$ cat src/rtl/piso_serializer_ctrl_pkg.sv
// Shared types for the PISO serializer controller.
// Holds the FSM state encoding and a counter-width helper.
package piso_ctrl_pkg;

    typedef enum logic [1:0] {
        IDLE  = 2'd0,
        SHIFT = 2'd1,
        GAP   = 2'd2
    } state_e;

    // Bits needed to count 0..n-1, never less than one.
    function automatic int cnt_w(input int n);
        return (n <= 1) ? 1 : $clog2(n);
    endfunction

endpackage

$ cat src/rtl/piso_serializer_ctrl_if.sv
// Producer and line-side bundle of the PISO serializer controller.
// master: drives in_valid/in_data/en; slave: returns ready, serial bit and flags.
interface piso_serializer_ctrl_if #(
    parameter int WIDTH = 4
);
    logic             in_valid;
    logic             in_ready;
    logic [WIDTH-1:0] in_data;
    logic             en;
    logic             sout;
    logic             sout_valid;
    logic             sout_first;
    logic             sout_last;
    logic             busy;

    modport master (
        output in_valid,
        output in_data,
        output en,
        input  in_ready,
        input  sout,
        input  sout_valid,
        input  sout_first,
        input  sout_last,
        input  busy
    );

    modport slave (
        input  in_valid,
        input  in_data,
        input  en,
        output in_ready,
        output sout,
        output sout_valid,
        output sout_first,
        output sout_last,
        output busy
    );

endinterface

$ cat src/rtl/piso_serializer_ctrl_sr.sv
// Right-shift register feeding the serial line, zero filled at the MSB.
// Ports: clk, reset (sync), load (wins), ena (shift), data in, q out.
module piso_shift_reg #(
    parameter int WIDTH = 4
) (
    input  logic             clk,
    input  logic             reset,
    input  logic             load,
    input  logic             ena,
    input  logic [WIDTH-1:0] data,
    output logic [WIDTH-1:0] q
);

    logic [WIDTH-1:0] q_q;

    always_ff @(posedge clk) begin
        if (reset) begin
            q_q <= '0;
        end else if (load) begin
            q_q <= data;
        end else if (ena) begin
            q_q <= {1'b0, q_q[WIDTH-1:1]};
        end
    end

    assign q = q_q;

endmodule

$ cat src/rtl/piso_serializer_ctrl.sv
// Serializes parallel words LSB first through a one-entry holding buffer.
// Ports: clk, reset (sync, active high), bus (slave side), see interface.
module piso_serializer_ctrl
    import piso_ctrl_pkg::*;
#(
    parameter int WIDTH      = 4,
    parameter int GAP_CYCLES = 0
) (
    input  logic                  clk,
    input  logic                  reset,
    piso_serializer_ctrl_if.slave bus
);

    localparam int BW = cnt_w(WIDTH);
    localparam int GW = cnt_w(GAP_CYCLES + 1);
    localparam logic [BW-1:0] BLAST = BW'(WIDTH - 1);
    localparam logic [GW-1:0] GLAST =
        GW'((GAP_CYCLES > 0) ? GAP_CYCLES - 1 : 0);
    localparam bit HAS_GAP = (GAP_CYCLES > 0);

    state_e           state_q, state_d;
    logic [BW-1:0]    bcnt_q, bcnt_d;
    logic [GW-1:0]    gcnt_q, gcnt_d;
    logic             hold_full_q, hold_full_d;
    logic [WIDTH-1:0] hold_data_q, hold_data_d;

    logic             load;
    logic             shift;
    logic             accept;
    logic             in_ready;
    logic [WIDTH-1:0] sr_q;
    logic             unused_sr;

    assign accept    = bus.in_valid & in_ready;
    assign unused_sr = ^sr_q[WIDTH-1:1];

    // State register
    always_ff @(posedge clk) begin
        if (reset) begin
            state_q     <= IDLE;
            bcnt_q      <= '0;
            gcnt_q      <= '0;
            hold_full_q <= 1'b0;
            hold_data_q <= '0;
        end else begin
            state_q     <= state_d;
            bcnt_q      <= bcnt_d;
            gcnt_q      <= gcnt_d;
            hold_full_q <= hold_full_d;
            hold_data_q <= hold_data_d;
        end
    end

    // Holding buffer: a load drains it, an accept refills it.
    // in_ready is low while full, so both never land on one entry.
    always_comb begin
        hold_full_d = hold_full_q;
        hold_data_d = hold_data_q;
        if (load) begin
            hold_full_d = 1'b0;
        end
        if (accept) begin
            hold_full_d = 1'b1;
            hold_data_d = bus.in_data;
        end
    end

    // Next-state logic
    always_comb begin
        state_d = state_q;
        bcnt_d  = bcnt_q;
        gcnt_d  = gcnt_q;
        load    = 1'b0;
        shift   = 1'b0;
        unique case (state_q)
            IDLE: begin
                if (hold_full_q) begin
                    load    = 1'b1;
                    bcnt_d  = '0;
                    state_d = SHIFT;
                end
            end
            SHIFT: begin
                if (bus.en) begin
                    shift = 1'b1;
                    if (bcnt_q == BLAST) begin
                        bcnt_d = '0;
                        if (HAS_GAP) begin
                            gcnt_d  = '0;
                            state_d = GAP;
                        end else if (hold_full_q) begin
                            // Next word follows with no bubble;
                            // the load overrides the final shift.
                            load = 1'b1;
                        end else begin
                            state_d = IDLE;
                        end
                    end else begin
                        bcnt_d = bcnt_q + 1'b1;
                    end
                end
            end
            GAP: begin
                if (bus.en) begin
                    if (gcnt_q == GLAST) begin
                        gcnt_d = '0;
                        if (hold_full_q) begin
                            load    = 1'b1;
                            bcnt_d  = '0;
                            state_d = SHIFT;
                        end else begin
                            state_d = IDLE;
                        end
                    end else begin
                        gcnt_d = gcnt_q + 1'b1;
                    end
                end
            end
            default: begin
                state_d = IDLE;
            end
        endcase
    end

    // Outputs
    always_comb begin
        in_ready       = ~hold_full_q & ~reset;
        bus.in_ready   = in_ready;
        bus.sout       = sr_q[0];
        bus.sout_valid = (state_q == SHIFT) & bus.en;
        bus.sout_first = (state_q == SHIFT) & bus.en
                       & (bcnt_q == '0);
        bus.sout_last  = (state_q == SHIFT) & bus.en
                       & (bcnt_q == BLAST);
        bus.busy       = (state_q != IDLE) | hold_full_q;
    end

    piso_shift_reg #(
        .WIDTH(WIDTH)
    ) sr (
        .clk  (clk),
        .reset(reset),
        .load (load),
        .ena  (shift),
        .data (hold_data_q),
        .q    (sr_q)
    );

endmodule

$ cat src/flat_wrapper.sv
// flat-port wrapper written by rule: the top's interface ports become plain ports
module piso_serializer_ctrl_flat import piso_ctrl_pkg::*;
#(
    parameter int WIDTH      = 4,
    parameter int GAP_CYCLES = 0
)
  (clk, reset, bus_in_valid, bus_in_data, bus_en, bus_in_ready, bus_sout, bus_sout_valid, bus_sout_first, bus_sout_last, bus_busy);
  piso_serializer_ctrl_if #(.WIDTH(WIDTH)) bus_i ();
  input  logic clk;
  input  logic reset;
  input wire logic [$bits(bus_i.in_valid)-1:0] bus_in_valid;
  input wire logic [$bits(bus_i.in_data)-1:0] bus_in_data;
  input wire logic [$bits(bus_i.en)-1:0] bus_en;
  output wire logic [$bits(bus_i.in_ready)-1:0] bus_in_ready;
  output wire logic [$bits(bus_i.sout)-1:0] bus_sout;
  output wire logic [$bits(bus_i.sout_valid)-1:0] bus_sout_valid;
  output wire logic [$bits(bus_i.sout_first)-1:0] bus_sout_first;
  output wire logic [$bits(bus_i.sout_last)-1:0] bus_sout_last;
  output wire logic [$bits(bus_i.busy)-1:0] bus_busy;
  assign bus_i.in_valid = bus_in_valid;
  assign bus_i.in_data = bus_in_data;
  assign bus_i.en = bus_en;
  assign bus_in_ready = bus_i.in_ready;
  assign bus_sout = bus_i.sout;
  assign bus_sout_valid = bus_i.sout_valid;
  assign bus_sout_first = bus_i.sout_first;
  assign bus_sout_last = bus_i.sout_last;
  assign bus_busy = bus_i.busy;
  piso_serializer_ctrl #(.WIDTH(WIDTH), .GAP_CYCLES(GAP_CYCLES)) u_core (.clk(clk), .reset(reset), .bus(bus_i));
endmodule
$ cat config.mk
export PLATFORM = sky130hd
export DESIGN_NAME = piso_serializer_ctrl_flat
export DESIGN_NICKNAME = d
export VERILOG_FILES = /design/src/rtl/piso_serializer_ctrl_pkg.sv /design/src/rtl/piso_serializer_ctrl_if.sv /design/src/rtl/piso_serializer_ctrl_sr.sv /design/src/rtl/piso_serializer_ctrl.sv /design/src/flat_wrapper.sv
export SDC_FILE = /design/constraint.sdc
export NUM_CORES = 1
export LEC_CHECK = 0
export CORE_AREA = 3 3 40 42
export DETAILED_ROUTE_END_ITERATION = 6
export DIE_AREA = 0 0 43 45
export PLACE_DENSITY = 0.71
export RECOVER_POWER = 25
export SLEW_MARGIN = 30
export SYNTH_ARGS = -nofsm -noshare
export SYNTH_HDL_FRONTEND = slang
export SYNTH_HIERARCHICAL = 1
export SYNTH_SLANG_ARGS = --single-unit
$ cat constraint.sdc
create_clock -name clk -period 2.7 [get_ports clk]
set_input_delay 0.54 -clock clk [delete_from_list [all_inputs] [get_ports clk]]
set_output_delay 0.54 -clock clk [all_outputs]
set_load 0.01 [all_outputs]
==> metrics.md, run 1 <==
| Metric | Value |
|---|---|
| Yosys cell types | 22 |
| Synth Area in Compound Gates | 13.8% |
| CP max FO | 7 |
| Setup_tns | 0 ps |
| Hold Slack | 472 ps |
| Post-synthesis mux area share | 14.0% |
| # port buffers | 13 |
| GRT Util Overall | 12.4% |
| Main combinational cell family by area after synthesis | simple AND/OR/NAND/NOR gates |
| Setup-failing EPs final | 0 |
| TritonCTS Buffers | 3 |
| Synthesized flop and latch total | 12 |
| Crit path buf inv count | 2 |
| Largest net degree at the start of global routing | 13 |
| Total of max-cap violations | 0 |
| Final min period | 2520 ps |
| H-tree depth | 1 |
| Clock Skews | 1.36 ps |
| Initial Util | 44.6% |
| Simple-Gate Fraction of Synth Area | 20.7% |
| Worst IR drop on VDD | 0.299 mV |
| Post-Syn Instances | 60 |
| Initial antenna violation count | 0 |
| Die height | 45 um |
| Iteration-0 DRC Markers | 10 |
| Max Transition Viols Final | 0 |
| Worst slew margin | 71.6% |
| Slowest Stage Delay on Critical Path | 650 ps |
| Lkg Pwr | 0.289 nW |
| Vias in the first global route | 401 |
| DRT antenna net count | 0 |
| Clock Tree Buf Depth | 2 |
| Drt pass-1 iters | 4 |
| First-pass GRT wire length | 1.70 mm |
| Synth Area in XOR/XNOR | 0% |
| GR Overflow Total | 0 |
| Wirelength, routed | 1.01 mm |
| Post-CTS setup buffer count | 0 |
| Cts repair resizes | 0 |
| Worst-Skew Late Latency | 260 ps |
| CP arrival | 1980 ps |
| Reg2reg path depth | 5 |
| Post-synthesis adder-cell area fraction | 4.37% |
| Final Hold Viols | 0 |
| CTS Hold Bufs | 0 |
| # DRC | 0 |
| Delay-heaviest family, CP | buffers and inverters |
| Final nets | 87 |
| CTS root buf | clkbuf_4 |
| Critical path depth | 3 |
| Hold Crit Class | reg -> reg |
| Pwr dens | 506 mW/mm2 |
| IO Count | 14 |
| Clock transition at path regs | 70 ps |
| DIE AREA | 0.00194 mm2 |
| Via count | 437 |
| CORE AREA | 0.00128 mm2 |
| CP Capture Type | output port |
| Sink Count | 12 |
| Most frequent cells in the layout | clkdlybuf4s50_1, dfxtp_1, nor2_1 |
| Share of layout cells above drive strength 1 | 16.0% |
| Fillers | 129 |
| Number of diodes | 0 |
| Via density | 4.86 |
| Startpoint Class | primary input |
| Total number of yosys warnings | 6 |
| CTS tree | yes |
| Die X-Extent | 43 um |
| CP required | 2160 ps |
| Syn_area_per_cell | 9.55 um2 |
| Slowest CP cell | dlygate4sd3_1 |
| Outcome | complete, no violations |
| Slew @ Worst Pin | 422 ps |
| CP cell instances | dlygate4sd3_1, and2_2, clkdlybuf4s50_1 |
| DR WL/cell | 11.2 um |
| Area Overhead vs Synth | 27.9% |
| Period utilisation layout | 93.5% |
| GP Congestion | 0.715 |
| Critical path class | in -> out |
| Mapped Nets | 70 |
| # rows | 13 |
| Hold path cells | 2 |
| Max Fclk | 396 MHz |
| Post-synthesis instance area | 573 um2 |
| HPWL after DPL | 727 um |
| RSZ-0062 raised after global routing | no |
| Sequential-to-total area share from yosys stat | 41.9% |
-- stage by stage --
stage | util [%] | cells | power [mW] | area (um2) | worst slack, ps
global placement | 55.6 | 87 | 0.272 | 714 | 237
detailed placement | 55.6 | 87 | 0.272 | 714 | 211
floorplan | - | 60 | 0.244 | 573 | 1240
finish | 57.1 | 90 | 0.371 | 733 | 176
CTS | 57.4 | 90 | 0.381 | 737 | 213
global route | 57.1 | 90 | 0.398 | 733 | 109
-- per-layer routing --
| layer | routed length, um | up-vias | GRT usage [%] |
|---|---|---|---|
| li1 | - | 234 | - |
| met1 | 510 | 191 | 14.9 |
| met2 | 422 | 10 | 17.1 |
| met3 | 63 | 2 | 7.17 |
| met4 | 12 | 0 | 7.23 |
| met5 | 0 | - | 0 |
-- cell usage after synthesis --
cell type	instances	area share, %
nor2b_1	3	3.3
or2_2	1	1.1
a211oi_1	3	3.9
nand2_1	2	1.3
or3b_1	1	1.5
ha_1	2	4.4
nor2b_2	1	1.5
buf_6	1	2.0
a311oi_1	1	1.5
inv_1	4	2.6
nand2b_1	1	1.1
dfxtp_1	12	42
clkbuf_1	1	0.65
mux2i_1	8	14
a211oi_2	1	2.2
a21oi_2	1	1.5
and2_2	1	1.3
and3_2	2	2.6
nor2_1	9	5.9
a21oi_1	3	2.6
a21boi_2	1	2.0
nor2_2	1	1.1
-- flip-flops by register name, indices dropped and copies added (netlist names) --
name,count
u_core/sr/q,4
u_core/hold_data_q,4
u_core/hold_full_q,1
u_core/bcnt_q,2
u_core/state_q,1
-- area by class of cell --
cell class / instances / area (um2) / area share (%)
clock buffer: 3 / 22.5 / 3.07
multi-input combinational: 42 / 299 / 40.8
timing repair buffer: 14 / 138 / 18.8
tap: 15 / 18.8 / 2.56
sequential: 12 / 240 / 32.8
inverter: 4 / 15.0 / 2.05
-- kinds of logic after synthesis --
logic type | after synthesis
simple gates | 22
flops | 12
compound gates | 10
mux | 8
buf+inv | 6
fa+ha+maj | 2
-- report_power, final --
| group | internal, mW | switching (mW) |
|---|---|---|
| clock network | 0.0515 | 0.0528 |
| logic | 0.0384 | 0.0293 |
| registers | 0.189 | 0.0103 |
| total | 0.279 | 0.0923 |
-- worst paths after layout --
| path | from | to | slack (ps) |
|---|---|---|---|
| setup / recovery | bus_en | bus_sout_valid | 180 |
| hold / removal | u_core/hold_data_q[3] | u_core/sr/q[3] | 470 |
| setup reg to reg | u_core/bcnt_q[0] | u_core/sr/q[3] | 970 |
| hold reg to reg | u_core/hold_data_q[3] | u_core/sr/q[3] | 470 |
-- tightest hold or removal path, delay by kind of cell, from the launching register on --
family	cells	cell delay, ps
compound gates	1	50
flops	1	310
simple gates	1	60
(Power assumes the default switching activity.)
==> run 2: changes to the inputs <==
Settings changed: PLACE_DENSITY 0.71 to 0.73.
==> run 2 against run 1 <==
- total power grew 11%
- die area unchanged
- critical path type unchanged
- via count grew 4.8%
- wire length is 2.7% higher
- count of clock-buffer cells in the layout rose by 1
- highest routed layer unchanged
==> metrics.md, run 2 (synthesized netlist as in run 1, its figures left out) <==
| Metric | Value |
|---|---|
| Lkg Pwr | 0.297 nW |
| Die height | 45 um |
| Vias in the first global route | 416 |
| Hold Crit Endpoint | u_core/sr/q[3] |
| Max Transition Viols Final | 0 |
| Final nets | 87 |
| Clock transition at path regs | 80 ps |
| Crit path buf inv count | 2 |
| GP Congestion | 0.773 |
| Setup-failing EPs final | 0 |
| Clock Skews | 2.33 ps |
| Final Hold Viols | 0 |
| Period utilisation layout | 93.4% |
| Via density | 5.03 |
| Most frequent cells in the layout | clkdlybuf4s50_1, dfxtp_1, nor2_1 |
| # rows | 13 |
| Switching power | 102 uW |
| CORE AREA | 0.00128 mm2 |
| Hold Crit Class | reg -> reg |
| Initial antenna violation count | 0 |
| Startpoint Class | primary input |
| CP required | 2160 ps |
| CP max FO | 7 |
| Critical path class | in -> out |
| Iteration-0 DRC Markers | 5 |
| Slew @ Worst Pin | 449 ps |
| CTS root buf | clkbuf_4 |
| Number of diodes | 0 |
| Sink Count | 12 |
| GR Overflow Total | 0 |
| # DRC | 0 |
| Initial Util | 44.6% |
| H-tree depth | 1 |
| Max Fclk | 396 MHz |
| Wirelength, routed | 1.04 mm |
| Slowest Stage Delay on Critical Path | 640 ps |
| Largest net degree at the start of global routing | 13 |
| Area Overhead vs Synth | 30.3% |
| CTS tree | yes |
| GRT Util Overall | 11.9% |
| Post-layout util | 58.1% |
| HPWL after DPL | 771 um |
| Total of max-cap violations | 0 |
| Switch share | 24.8% |
| Reg2reg path depth | 5 |
| Post-DP Area | 714 um2 |
| CP arrival | 1980 ps |
| Logic pwr share | 16.6% |
| # port buffers | 13 |
| CP Capture Type | output port |
| First-pass GRT wire length | 1.70 mm |
| RSZ-0062 raised after global routing | no |
| Worst IR drop on VDD | 0.340 mV |
| Design area | 747 um2 |
| Part of the power in registers | 48.4% |
| Startpoint of the worst hold path | u_core/hold_data_q[3] |
| Post-CTS setup buffer count | 0 |
| Via count | 458 |
| Slowest CP cell | dlygate4sd3_1 |
| DRT antenna net count | 0 |
| Die X-Extent | 43 um |
| Worst slew margin | 69.8% |
| Setup_tns | 0 ps |
| Outcome | complete, no violations |
| CTS Hold Bufs | 0 |
| Final min period | 2520 ps |
| Worst reg2reg endpoint | u_core/sr/q[3] |
| Worst R2R Start | u_core/bcnt_q[0] |
| TritonCTS Buffers | 3 |
| CP cell instances | dlygate4sd3_1, and2_2, clkdlybuf4s50_1 |
| DIE AREA | 0.00194 mm2 |
| Pwr dens | 551 mW/mm2 |
| Clock Tree Buf Depth | 2 |
| DR WL/cell | 11.4 um |
| Worst-Skew Late Latency | 270 ps |
| Share of layout cells above drive strength 1 | 17.1% |
| Internal cell power | 309 uW |
| Cts repair resizes | 0 |
| Hold path cells | 2 |
| Reg2Reg Setup Slack | 960 ps |
| IO Count | 14 |
| Drt pass-1 iters | 4 |
| Clock network power share | 35.0% |
| Delay-heaviest family, CP | buffers and inverters |
run 2: cell count changes in the layout (fill, tap and decap cells not counted), sizes merged:
| cell | previous run | this run |
|---|---|---|
| clkbuf | 3 | 4 |
run 2: metrics by stage:
step	power, mW	setup WS [ps]	cells	hold slack, ps
2_1_floorplan	0.244	1240	60	433
3_3_place_gp	0.271	224	87	464
3_5_place_dp	0.273	221	87	471
4_1_cts	0.417	216	91	486
5_1_grt	0.434	119	91	502
6_report	0.411	177	91	478
run 2: power groups by stage:
stage,Sequential [mW],Clock (mW),Combinational [mW]
detailed placement,0.204,0,0.0693
global route,0.201,0.157,0.0760
CTS,0.199,0.148,0.0699
floorplan,0.201,0,0.0423
finish,0.199,0.144,0.0684
global placement,0.203,0,0.0684
run 2: worst register-to-register path, stage by stage, from the launching register on:
cell and delay (ps):
dfxtp_1 350, ha_1 230, a21boi_0 380, nor2_1 180
or3b_1 400, a21oi_1 130
run 2: area by class of cell:
type                    count  area (um2)
clock buffers               4        36.3
fillers                   123         538
inverters                   4        15.0
multi-input cells          42         299
flip-flops and latches     12         240
well taps                  15        18.8
repair buffers             14         138
run 2: routing by layer:
| metal | part of all wire, % | track usage, % | vias up |
|---|---|---|---|
| met4 | 1.6 | 5.42 | 0 |
| met1 | 44 | 13.0 | 210 |
| met5 | 0 | 0 | - |
| met3 | 4.5 | 2.39 | 2 |
| met2 | 50 | 22.2 | 10 |
| li1 | - | - | 236 |
run 2: worst max-delay path by stage:
stage | start | end | slack, ps | cells after the start
after CTS | bus_en | bus_sout_valid | 220 | 3
after floorplan | reset | bus_in_ready | 1240 | 2
after global routing | bus_en | bus_sout_valid | 120 | 3
final | bus_en | bus_sout_valid | 180 | 3
after global placement | bus_en | bus_sout_valid | 220 | 3
after detailed placement | bus_en | bus_sout_valid | 220 | 3
